**config.mk**
```make
export PLATFORM = sky130hd
export DESIGN_NAME = clk_div_ctrl
export DESIGN_NICKNAME = d
export VERILOG_FILES = /design/src/rtl/clk_div_pkg.sv /design/src/rtl/clk_div_counter.sv /design/src/rtl/clk_div_ctrl.sv
export SDC_FILE = /design/constraint.sdc
export NUM_CORES = 1
export LEC_CHECK = 0
export CORE_ASPECT_RATIO = 1.1
export CORE_MARGIN = 3
export CORE_UTILIZATION = 30
export DETAILED_ROUTE_END_ITERATION = 7
export GPL_ROUTABILITY_DRIVEN = 0
export SYNTH_ARGS = -nofsm -noshare
export SYNTH_HDL_FRONTEND = slang
export SYNTH_SLANG_ARGS = --single-unit
```
**constraint.sdc**
```tcl
create_clock -name clk -period 3.45 [get_ports clk]
set_input_delay 0.345 -clock clk [delete_from_list [all_inputs] [get_ports clk]]
set_output_delay 0.345 -clock clk [all_outputs]
set_load 0.05 [all_outputs]
```
**src/rtl/clk_div_pkg.sv**
```systemverilog
// Shared types and constants for the programmable clock-enable divider.
package clk_div_pkg;
  typedef enum logic [1:0] {IDLE, RUN, PEND, DRAIN} clk_div_state_t;
  localparam int DIV_W_DEF = 8;
  localparam int DIV_MIN   = 2;
endpackage

```
**src/rtl/clk_div_counter.sv**
```systemverilog
// Period counter for the divider: owns the active divisor, the phase count,
// and the registered tick/div_out. The divisor only changes when load is high.
module clk_div_counter
  import clk_div_pkg::*;
#(
  parameter int W       = DIV_W_DEF,
  parameter int DEF_DIV = 4
) (
  input  logic         clk,
  input  logic         rst,
  input  logic         run,
  input  logic         clear,
  input  logic         load,
  input  logic [W-1:0] load_div,
  output logic         tick_nxt,
  output logic         tick,
  output logic         div_out
);

  logic [W-1:0] cnt_q, cnt_d;
  logic [W-1:0] div_q, div_d;
  logic         tick_q, div_out_q, div_out_d;

  // tick_q marks cnt_q == div_q-1, so it doubles as the wrap condition.
  always_comb begin
    div_d = load ? load_div : div_q;
    cnt_d = '0;
    if (!clear && run && !tick_q) cnt_d = cnt_q + W'(1);
    tick_nxt  = !clear && (cnt_d == div_d - W'(1));
    div_out_d = !clear && (cnt_d < (div_d >> 1));
  end

  always_ff @(posedge clk or negedge rst) begin
    if (!rst) begin
      cnt_q     <= '0;
      div_q     <= W'(DEF_DIV);
      tick_q    <= 1'b0;
      div_out_q <= 1'b0;
    end else begin
      cnt_q     <= cnt_d;
      div_q     <= div_d;
      tick_q    <= tick_nxt;
      div_out_q <= div_out_d;
    end
  end

  assign tick    = tick_q;
  assign div_out = div_out_q;

endmodule

```
**src/rtl/clk_div_ctrl.sv**
```systemverilog
// Programmable clock-enable divider: FSM, shadow divisor and req/ack handshake.
//   state | meaning
//   IDLE  | stopped, cnt held at 0, divisor loads immediately
//   RUN   | counting periods
//   PEND  | legal divisor in shadow, waiting for the period boundary
//   DRAIN | enable dropped, finishing the current period
module clk_div_ctrl
  import clk_div_pkg::*;
#(
  parameter int W       = DIV_W_DEF,
  parameter int DEF_DIV = 4
) (
  input  logic         clk,
  input  logic         rst,
  input  logic         enable,
  input  logic         cfg_req,
  input  logic [W-1:0] cfg_div,
  output logic         cfg_ack,
  output logic         cfg_err,
  output logic         tick,
  output logic         div_out,
  output logic         running
);

  clk_div_state_t state_q, state_d;
  logic [W-1:0]   shadow_q, shadow_d;
  logic           ack_q, ack_d, err_q, err_d, run_q, run_d, blk_q, blk_d;
  logic           load, clear, tick_nxt, legal, req_new, rej;
  logic [W-1:0]   load_div;

  assign legal   = cfg_div >= W'(DIV_MIN);
  // blk_q suppresses a request still held after its ack until cfg_req goes low.
  assign req_new = cfg_req && !blk_q;

  always_comb begin
    state_d  = state_q;
    shadow_d = shadow_q;
    load     = 1'b0;
    load_div = cfg_div;
    unique case (state_q)
      IDLE: begin
        if (req_new && legal) load = 1'b1;
        if (enable) state_d = RUN;
      end
      RUN, DRAIN: begin
        if (tick && !enable) begin
          state_d = IDLE;
        end else if (req_new && legal) begin
          shadow_d = cfg_div;
          state_d  = PEND;
        end else begin
          state_d = enable ? RUN : DRAIN;
        end
      end
      PEND: begin
        if (tick) begin
          load     = 1'b1;
          load_div = shadow_q;
          state_d  = enable ? RUN : IDLE;
        end
      end
      default: state_d = IDLE;
    endcase
  end

  assign clear = (state_d == IDLE);

  // PEND acks land on the tick cycle; the load happens at the following edge.
  always_comb begin
    rej   = (state_q != PEND) && req_new && !legal;
    ack_d = rej || (state_q == IDLE && req_new && legal) ||
            (state_d == PEND && tick_nxt);
    err_d = rej;
    run_d = !clear;
    blk_d = ack_d || (cfg_req && blk_q);
  end

  always_ff @(posedge clk or negedge rst) begin
    if (!rst) begin
      state_q  <= IDLE;
      shadow_q <= W'(DEF_DIV);
      ack_q    <= 1'b0;
      err_q    <= 1'b0;
      run_q    <= 1'b0;
      blk_q    <= 1'b1;
    end else begin
      state_q  <= state_d;
      shadow_q <= shadow_d;
      ack_q    <= ack_d;
      err_q    <= err_d;
      run_q    <= run_d;
      blk_q    <= blk_d;
    end
  end

  clk_div_counter #(.W(W), .DEF_DIV(DEF_DIV)) u_counter (
    .clk      (clk),
    .rst      (rst),
    .run      (state_q != IDLE),
    .clear    (clear),
    .load     (load),
    .load_div (load_div),
    .tick_nxt (tick_nxt),
    .tick     (tick),
    .div_out  (div_out)
  );

  assign cfg_ack = ack_q;
  assign cfg_err = err_q;
  assign running = run_q;

endmodule

```
==> results.sh, run 1 <==
export IMPL_netlist_area_um2=2080
export IMPL_ys_seq_elements=32
export IMPL_power_frac_seq=0.321
export IMPL_initial_core_util=0.312
export IMPL_hold_violations=0
export IMPL_grt_pass1_wl_mm=8.67
export IMPL_status="completed"
export IMPL_async_flop_share=1.00
export IMPL_holdWs_ps=448
export IMPL_rr_worst_depth=12
export IMPL_yosys_cell_types_count=56
export IMPL_cts_root_buffer="clkbuf_8"
export IMPL_grt_pass1_vias=1749
export IMPL_fillers=663
export IMPL_diodes=0
export IMPL_drv_cap=0
export IMPL_yosysWarnings=0
export IMPL_final_area_um2=2590
export IMPL_r2r_start="state_q[0]"
export IMPL_drc=0
export IMPL_cts_tree="built"
export IMPL_drive_gt1_frac=0.224
export IMPL_yosysSeqAreaShare=0.387
export IMPL_dr_pass1_iters=4
export IMPL_syn_nets=230
export IMPL_reg2reg_setup_slack_ps=270
export IMPL_synth_area_leader_cell="dfrtp_1"
export IMPL_antenna_found_initial=0
export IMPL_path_class="in -> reg"
export IMPL_area_growth_pct=24.6
export IMPL_setup_viol=0
export IMPL_core_area_um2=6670
export IMPL_p_total_mw=2.09
export IMPL_power_density_nw_per_um2=807
export IMPL_fin_crit_ps=3340
export IMPL_grt_total_usage=0.138
export IMPL_die_area_um2=7970
export IMPL_portBuffers=16
export IMPL_final_cell_count_no_fill=332
export IMPL_die_w_um=85.4
export IMPL_max_freq_ghz=0.300
export IMPL_clkLatencyLatePin_ps=290
export IMPL_dp_cells=322
export IMPL_cts_htree_levels=2
export IMPL_grt_max_degree=33
export IMPL_min_path_type="in -> async"
export IMPL_setup_tns_final_ps=0
export IMPL_p_comb_frac=0.525
export IMPL_netlist_area_leader_share=0.349
export IMPL_syn_avg_cell_area_um2=9.91
export IMPL_rows=31
export IMPL_ant_nets=0
export IMPL_hpwl_mm=3.84
export IMPL_synth_cells=210
export IMPL_cts_clk_slew_worst_paths_ps=70
export IMPL_dpl_cell_area_um2=2450
export IMPL_intPower_mw=1.25
export IMPL_clkPwrFrac=0.154
export IMPL_num_io_pins=17
export IMPL_worst_pin_slew_ps=959
export IMPL_fin_crit_sh=0.967
export IMPL_critPathArrivalTime_ps=3560
export IMPL_worstReg2RegEnd="blk_q"
export IMPL_end_kind="flip-flop"
export IMPL_post_drt_wl_per_cell_um=15.3
export IMPL_finalNetCount=269
export IMPL_swShare=0.403
export IMPL_slew_violations=0
export IMPL_power_switching_uw=844
export IMPL_max_slew_margin=0.358
export IMPL_clock_sinks=32
export IMPL_cts_buffers=5
export IMPL_vias_per_cell=5.22
export IMPL_cp_startpoint="cfg_div[7]"
export IMPL_vdd_ir_drop_max_mv=0.391
export IMPL_num_vias=1733
export IMPL_p_leak_nw=1.09
export IMPL_crit_required_ps=3670
export IMPL_start_kind="primary input"
export IMPL_synth_main_ff_cell="dfrtp_1"
export IMPL_crit_fanout=6
export IMPL_skew_ps=8.48
export IMPL_clockBufferDepth=2
export IMPL_routed_wl_mm=5.06
export IMPL_fp_dieH_um=93.3
export IMPL_overflow=0
export IMPL_synth_edff_count=0
export IMPL_drtIter0Drc=88
export IMPL_ys_top_cells_by_area="dfrtp_1 35%, ha_1 4.8%, dfstp_2 3.8%, mux2_2 3.8%, mux2i_1 3.4%"
[Yosys cell counts, types with 2 or more instances]
library cell  count
dfstp_2           3
o21ai_0          10
o211ai_1          2
nor3_1            6
mux2_2            7
xnor2_1           6
nand2_1          14
dfrtp_1          29
o21ai_2           2
buf_6             2
mux2i_1           7
nand3b_1          3
inv_1            13
nand3_1           6
a21oi_1          11
nor4_1            3
or4_1             2
xor2_1            7
nand2b_1          4
a211oi_1          3
or4_4             2
buf_2             2
o21ai_1           4
a22oi_1           5
or3_1             5
and2_1            2
a21o_1            5
nor2_1           10
ha_1              8
[through the flow]
stage / utilization / setup slack [ps]
floorplan: - / 323
global placement: 0.367 / -122
detailed placement: 0.367 / -188
CTS: 0.382 / 114
global route: 0.389 / -27.6
finish: 0.389 / 115
[worst max-delay path, stage by stage]
cell and delay [ps]:
clkdlybuf4s50_1 420, or4_4 580, o21ai_4 240, mux2i_2 280
a21o_1 200, ha_4 170, nand3b_1 80, a211oi_1 250
nor4_1 70, a21oi_1 140, mux2i_1 90, or4_4 550
o21ai_1 150
[power groups by stage]
stage | Sequential [mW] | Clock (mW) | Combinational (mW)
finish | 0.671 | 0.322 | 1.10
global route | 0.691 | 0.347 | 1.23
floorplan | 0.667 | 0 | 0.761
CTS | 0.666 | 0.331 | 1.05
global placement | 0.669 | 0 | 1.03
detailed placement | 0.672 | 0 | 1.04
[layout make-up]
| cell class | instances | area, um2 | area share |
|---|---|---|---|
| clock buffer | 8 | 100 | 0.0386 |
| inverter | 13 | 48.8 | 0.0188 |
| multi-input combinational | 160 | 1220 | 0.470 |
| sequential | 32 | 805 | 0.310 |
| tap | 82 | 103 | 0.0396 |
| timing repair buffer | 37 | 318 | 0.123 |
[how the worst max path moves through the flow]
stage,to,slack [ps],depth (start not counted)
2_1_floorplan,blk_q,320,12
3_3_place_gp,cfg_ack,-120,13
3_5_place_dp,cfg_ack,-190,13
4_1_cts,blk_q,110,13
5_1_grt,cfg_ack,-30,13
6_report,blk_q,110,13
[sequential cells by signal, indices dropped and copies added, names as in the netlist, 2 cells and up]
signal	count
u_counter.div_q	8
state_q	2
u_counter.cnt_q	8
shadow_q	8
[logic make-up (layout without fill, tap and decap cells)]
group,Yosys count,in the layout,share of synthesized area
flops,32,32,0.387
simple gates,67,67,0.191
mux,14,14,0.0716
fa+ha+maj,8,8,0.0481
compound gates,57,57,0.195
xor+xnor,14,14,0.0661
buf+inv,18,58,0.0409
[layout by cell type, fill, tap and decap left out, types with 2 or more instances in the layout]
master	netlist	routed
nor2_1	10	10
xnor2_1	6	6
nand3_1	6	6
or3_1	5	5
nor4_1	3	3
and2_1	2	2
clkbuf_8	0	7
a22oi_1	5	5
mux2i_1	7	5
nand2b_1	4	4
mux2i_2	0	2
o21ai_0	10	10
inv_1	13	13
or4_1	2	2
o21ai_1	4	4
a211oi_1	3	3
dfrtp_1	29	29
buf_4	0	21
nor3_1	6	6
nand3b_1	3	3
clkdlybuf4s50_1	0	16
nand2_1	14	14
o211ai_1	2	2
xor2_1	7	7
mux2_2	7	7
a21o_1	5	5
a21oi_1	11	11
ha_1	8	7
dfstp_2	3	3
or4_4	2	2
[metal layers]
layer | vias up | part of all wire | GRT usage
li1 | 852 | - | -
met1 | 849 | 0.46 | 0.170
met2 | 26 | 0.49 | 0.236
met3 | 6 | 0.036 | 0.0326
met4 | 0 | 0.013 | 0.0435
met5 | - | 0 | 0
[what timing repair did]
action	4_1_cts	5_1_grt
gates resized for setup	0	5
hold buffers	0	0
endpoints found under the setup margin	0	3
buffers inserted	0	2
No activity file was read; power rests on OpenSTA's default activity.
==> inputs of run 2 (changes only) <==
Settings changed: ABC_CLOCK_PERIOD_IN_PS from default to 3450.
==> results of run 2 <==
No change in the layout: final DEF, timing and power equal those of run 1.
